### config.mk
export PLATFORM = sky130hd
export DESIGN_NAME = sipo_frame_ctrl
export DESIGN_NICKNAME = d
export VERILOG_FILES = /design/src/rtl/sipo_frame_ctrl.sv
export SDC_FILE = /design/constraint.sdc
export NUM_CORES = 1
export LEC_CHECK = 0
export BUFFER_PORTS_ARGS = -buffer_cell sky130_fd_sc_hd__buf_4
export CAP_MARGIN = 15
export CORE_AREA = 3 3 43 45
export DETAILED_ROUTE_END_ITERATION = 6
export DIE_AREA = 0 0 46 48
export PLACE_DENSITY_LB_ADDON = 0.2
export SLEW_MARGIN = 20
export SYNTH_ARGS = -nofsm -noshare
export SYNTH_HDL_FRONTEND = slang
export SYNTH_SLANG_ARGS = --single-unit
### constraint.sdc
create_clock -name clk -period 3.1 [get_ports clk]
set_input_delay 0.465 -clock clk [delete_from_list [all_inputs] [get_ports clk]]
set_output_delay 0.465 -clock clk [all_outputs]
set_load 0.01 [all_outputs]
### src/rtl/sipo_frame_ctrl.sv
// Frame sequencer for a free-running SIPO: gates WIDTH serial bits per frame, captures the word, offers it on valid/ready.
// Optional even-parity trailer bit per frame when SIPO_PARITY_EN is defined.
module sipo_frame_ctrl #(
  parameter int WIDTH = 4
) (
  input  logic             clk,
  input  logic             reset_n,
  input  logic             start,
  input  logic             abort,
  input  logic             ser_d,
  input  logic [WIDTH-1:0] sipo_q,
  output logic             sipo_d,
  output logic             sipo_reset,
  output logic [WIDTH-1:0] out_data,
  output logic             out_valid,
  input  logic             out_ready,
  output logic             busy,
  output logic             overrun,
  input  logic             ovr_clr,
  output logic             parity_err
);

  localparam int CNT_W = $clog2(WIDTH);
  localparam logic [CNT_W-1:0] CNT_LAST = CNT_W'(WIDTH - 1);

  typedef enum logic [1:0] {
    IDLE  = 2'd0,
    SHIFT = 2'd1,
    DONE  = 2'd2
  } state_t;

  state_t           state;
  state_t           state_nxt;
  logic [CNT_W-1:0] cnt;
  logic [CNT_W-1:0] cnt_nxt;
  logic             capture;
  logic             load;
  logic             drop;

  always_ff @(posedge clk or negedge reset_n) begin
    if (!reset_n) begin
      state <= IDLE;
      cnt   <= '0;
    end else begin
      state <= state_nxt;
      cnt   <= cnt_nxt;
    end
  end

  // Abort outranks both the capture and a back-to-back start in DONE.
  always_comb begin
    state_nxt = state;
    cnt_nxt   = cnt;
    capture   = 1'b0;
    case (state)
      IDLE: begin
        if (start) begin
          state_nxt = SHIFT;
          cnt_nxt   = '0;
        end
      end
      SHIFT: begin
        if (abort) begin
          state_nxt = IDLE;
        end else begin
          cnt_nxt = cnt + 1'b1;
          if (cnt == CNT_LAST) state_nxt = DONE;
        end
      end
      DONE: begin
        if (abort) begin
          state_nxt = IDLE;
        end else begin
          capture = 1'b1;
          if (start) begin
            state_nxt = SHIFT;
            cnt_nxt   = '0;
          end else begin
            state_nxt = IDLE;
          end
        end
      end
      default: state_nxt = IDLE;
    endcase
  end

  assign busy       = (state != IDLE);
  assign sipo_reset = ~reset_n | (state == IDLE);
  assign sipo_d     = busy ? ser_d : 1'b0;

  // Single-entry output register: a capture lands only if the slot is free or drains this edge.
  assign load = capture & (~out_valid | out_ready);
  assign drop = capture & ~load;

  always_ff @(posedge clk or negedge reset_n) begin
    if (!reset_n) begin
      out_data  <= '0;
      out_valid <= 1'b0;
      overrun   <= 1'b0;
    end else begin
      if (load) begin
        out_data  <= sipo_q;
        out_valid <= 1'b1;
      end else if (out_valid && out_ready) begin
        out_valid <= 1'b0;
      end
      if (drop) begin
        overrun <= 1'b1;
      end else if (ovr_clr) begin
        overrun <= 1'b0;
      end
    end
  end

`ifdef SIPO_PARITY_EN
  // The parity bit arrives on ser_d during DONE, alongside the capture of the data word.
  function automatic logic parity_mismatch(input logic [WIDTH-1:0] word, input logic pbit);
    return (^word) ^ pbit;
  endfunction

  always_ff @(posedge clk or negedge reset_n) begin
    if (!reset_n) begin
      parity_err <= 1'b0;
    end else if (load) begin
      parity_err <= parity_mismatch(sipo_q, ser_d);
    end
  end
`else
  assign parity_err = 1'b0;
`endif

endmodule
After elaboration in Yosys (flattened, before gate mapping)
Index checks and enable logic that the tools add are counted.
- bitwise logic cells: 7
- equality and inequality tests: 7
- muxes and demuxes: 17
- add/sub/neg operators: 1
- reductions and logical operators: 8
- operators with widths (operator ; number):
    $mux 2 ; 6
    $pmux 2 s3 ; 2
    $mux 1 ; 9
    $ne 2x2->1 const B ; 3
    $reduce_bool 2->1 ; 3
    $eq 2x2->1 const B ; 2
    $ne 3x3->1 const B ; 1
    $not 1->1 ; 3
    $reduce_and 3->1 ; 1
    $reduce_bool 3->1 ; 1
    $add 2x1->2 const B ; 1
    $and 1x1->1 ; 2
    $eq 2x1->1 const B ; 1
    $logic_not 2->1 ; 1
    $or 1x1->1 ; 2
    $reduce_and 2->1 ; 1
    $logic_and 1x1->1 ; 1
- input port bits: 11
- register bits after elaboration: 10
- logic and storage cells: 45
- output and inout port bits: 10

Longest topological paths before layout
- depth after elaboration: 6
- depth in mapped cells: 3
- gate-level depth less buffers: 3

Worst setup path after synthesis
OpenSTA, ideal clock, no wires.
- path kind: input to register
- from: in abort
- to: reg out_data[0]
- data required time: 2975 ps
- slack: 1664 ps
- data arrival time: 1311 ps
- stages on the path: 3
- buffers on the path: 0
- cells stage by stage: or3b_4 -> nand2b_4 -> mux2_4
- cells in the longest elaborated chain, start to end: 3
- RTL lines (element ; RTL line ; RTL):
    start, declared ; 9 ; input logic abort,
    $mux 1 ; 71 ; if (abort) begin
    $mux 1 ; 55 ; case (state)
    $and 1x1->1 ; 92 ; assign load = capture & (~out_valid | out_ready);
    end signal, assigned ; 102 ; out_data <= sipo_q;
    end, declared ; 14 ; output logic [WIDTH-1:0] out_data,
No other way between the ends.
A chain may end at the register's enable or synchronous reset.

Final worst setup path
- from: in reset_n
- to: out sipo_reset
- cells in the longest elaborated chain, start to end: 2
- RTL lines (element ; RTL line ; RTL):
    start, declared ; 7 ; input logic reset_n,
    $not 1->1 ; 88 ; assign sipo_reset = ~reset_n | (state == IDLE);
    $or 1x1->1 ; 88 ;
    end, declared ; 13 ; output logic sipo_reset,
No other way between the ends.

==> reports/qor.csv <==
stage,metric,value,unit
clock_network,tritoncts,yes,
timing,final-setup-viol-count,0,
timing,grt_setup_unrepaired,false,
pwr,ir_drop,326,uV
synthesis,syn-instance-count,35,
drt,vias_per_cell,4.39,
worst_setup_path,worst_r2r_startpoint,state[0],
worst_setup_path,timing_worst_setup_path_type,input port to output pin,
drt,drtAntennaViolNets,0,
synthesis,synthTopCellsByArea,"dfrtp_1, mux2_4, nand2b_1",
timing,worst_clk_skew,0.00359,ns
synthesis,synthDominantAreaCellType,dfrtp_1,
worst_setup_path,r2r_slack,1.71,ns
worst_hold_path,min-delay-start,ovr_clr,
timing,post-route-min-period,1.86,ns
placement,place.detailed.hpwl,736,um
clock_network,clock_tree.htree_level_count,1,
worst_hold_path,min-delay-path-class,input port to register,
worst_setup_path,worst_r2r_endpoint,out_data[0],
pwr,p_per_area,722,nW/um^2
placement,placedCellCount,69,
global_route,number_of_antenna_violations_at_the_first_check_in_global_routing,0,
global_route,grt_first_pass_wirelength,1440,um
synthesis,synth.avg_cell_area,13.2,um^2
timing,layout_worst_path_cycle_share,60.0,%
clock_network,cts.path.max_buffers,2,
worst_hold_path,min_to,overrun,
worst_setup_path,timing.critical_path.cells,dlygate4sd3_1 > buf_4 > nand2_1 > buf_4,
worst_setup_path,cp_data_arrival_time,1.39,ns
synthesis,synthDominantCellAreaShare,54.3,%
placement,place_congestion,0.670,
layout,layout-area-overhead-vs-synth,43.7,%
global_route,via_count_of_the_first_global_routing_pass,316,
job,max_cap_violations,0,
timing,hold_slack,0.392,ns
layout,fin_cells,74,
worst_setup_path,crit_path_frequent_cell,buf_4,
worst_setup_path,slowest_delay,0.53,ns
timing,final_max_slew_viol_count,0,
worst_setup_path,cp.buffers_inverters,3,
worst_hold_path,timing.hold.worst_path_depth,2,
die,core_area,1510,um^2
worst_setup_path,ff2ff_path_depth,3,
clock_network,tritoncts.num_buffers,3,
synthesis,ys_top_cells_by_count,"dfrtp_1, mux2_4, nand2b_1",
synthesis,async_reset_ff_share,100,%
drt,drt_pre_antenna_iters,2,
global_route,grt_max_degree,12,
clock_network,clkSlewWorstSetupHoldPaths,0.06,ns
worst_setup_path,crit_path_top_delay_cell,dlygate4sd3_1,
synthesis,most_common_flop_cell_mapped_by_yosys,dfrtp_1,
die,die_width,46,um
worst_setup_path,crit_required,2.63,ns
layout,post_route_cells_drive_above_1_share,51.7,%
clock_network,clkSinkCount,10,
pwr,leakage,0.365,nW
synthesis,yosysMostFrequentCell,dfrtp_1,
drt,detailedRoute.firstIterationViolations,2,
synthesis,synth.distinct_cells,17,
clock_network,clock_insertion_delay_worst_skew,0.27,ns
synthesis,post_synth_instance_area,460,um^2
worst_setup_path,worstPathMaxFanout,11,
layout,post-route-util,43.9,%
drt,drcViolationCount,0,
worst_setup_path,start_kind,input port,
clock_network,clockRootBuffer,clkbuf_4,
synthesis,yosys_warnings,0,
drt,detailroute.via_count,325,
status,run_status,finished clean,
global_route,globalRouteTotalUtil,10.3,%
synthesis,synth_edf_count,0,
die,num_io_pins,21,
worst_setup_path,end_kind,output pin,
timing,max_freq,0.538,GHz
synthesis,seq_cells_post_synth,10,
timing,totalNegativeSetupSlack,0,ns
layout,nets,71,
synthesis,ys_seq_area_share,54.3,%
synthesis,synth.net_count,47,
global_route,grt_remaining_overflow,0,
placement,port_buffers,19,
die,fp.dieH,48,um
drt,routed_wl,968,um
die,placement_rows,14,
layout,antenna_cells,0,
drt,route.detailed.wl_per_inst,13.1,um
worst_setup_path,cpLargestDelayFamily,buffers and inverters,
die,initial_core_utilization,30.6,%
die,dieArea,2210,um^2
timing,hold_violations,0,
==> stage by stage <==
stage	setup slack, ns	area [um^2]	power, mW
floorplan	1.66	460	0.289
global placement	1.52	616	0.361
detailed placement	1.50	616	0.364
CTS	1.36	652	0.487
global route	1.19	662	0.512
finish	1.24	662	0.478
==> how the worst max path moves through the flow <==
stage | startpoint | endpoint | slack, ns | cells after the start
floorplan | abort | out_data[0] | 1.66 | 3
global placement | abort | out_data[0] | 1.52 | 4
detailed placement | abort | out_data[0] | 1.50 | 4
CTS | state[1] | sipo_d | 1.36 | 3
global route | reset_n | sipo_reset | 1.19 | 4
finish | reset_n | sipo_reset | 1.24 | 4
==> cell type report <==
type                       instances  area, um^2
timing repair buffer              20         153
fill                             152         845
tap                               16        20.0
inverter                           1        3.75
multi-input combinational         23         199
clock buffer                       4        36.3
sequential                        10         250
==> cell families (layout without fill, tap and decap cells) <==
group / count (synthesis) / count (layout) / synth area share [%]
AO/OA/AOI/OAI: 5 / 5 / 8.15
adder cells (fa/ha/maj): 1 / 1 / 2.72
AND/OR/NAND/NOR: 11 / 11 / 16.0
buffers and inverters: 2 / 25 / 2.45
flip-flops: 10 / 10 / 54.3
other: 1 / 1 / 0.814
multiplexers: 5 / 5 / 15.5
==> flip-flops by register name, indices dropped and copies added, names as in the netlist <==
register	flops
overrun	1
out_data	4
out_valid	1
state	2
cnt	2
==> placed cells by master, fill, tap and decap left out <==
cell,synthesis,final
nor2_1,1,1
dfrtp_1,10,10
buf_4,1,19
a22o_1,2,2
clkbuf_4,0,3
mux2_4,4,4
nand2_1,2,2
inv_1,1,1
or2_1,1,1
o22ai_1,2,2
nand2b_1,3,3
or3b_4,1,1
nand2b_4,1,1
dlygate4sd3_1,0,1
conb_1,1,1
o21a_1,1,1
and2_1,2,2
ha_1,1,1
clkbuf_8,0,1
mux2_2,1,1
==> what timing repair did <==
item | CTS | global route
resized for setup | 0 | 0
buffers inserted | 0 | 0
hold endpoints to repair | 0 | 6
setup endpoints to repair | 0 | 0
hold buffers | 0 | 1
==> report_power, final <==
part           switching, mW  internal (mW)
Sequential            0.0238          0.169
Combinational         0.0638          0.104
Clock                 0.0459         0.0714
Total                  0.133          0.344
==> layer usage <==
metal	global-route usage [%]	wire [um]
met2	14.6	418
met1	11.3	406
met3	7.89	143
met5	0	0
met4	5.11	0
No activity file was read; power rests on OpenSTA's default activity.
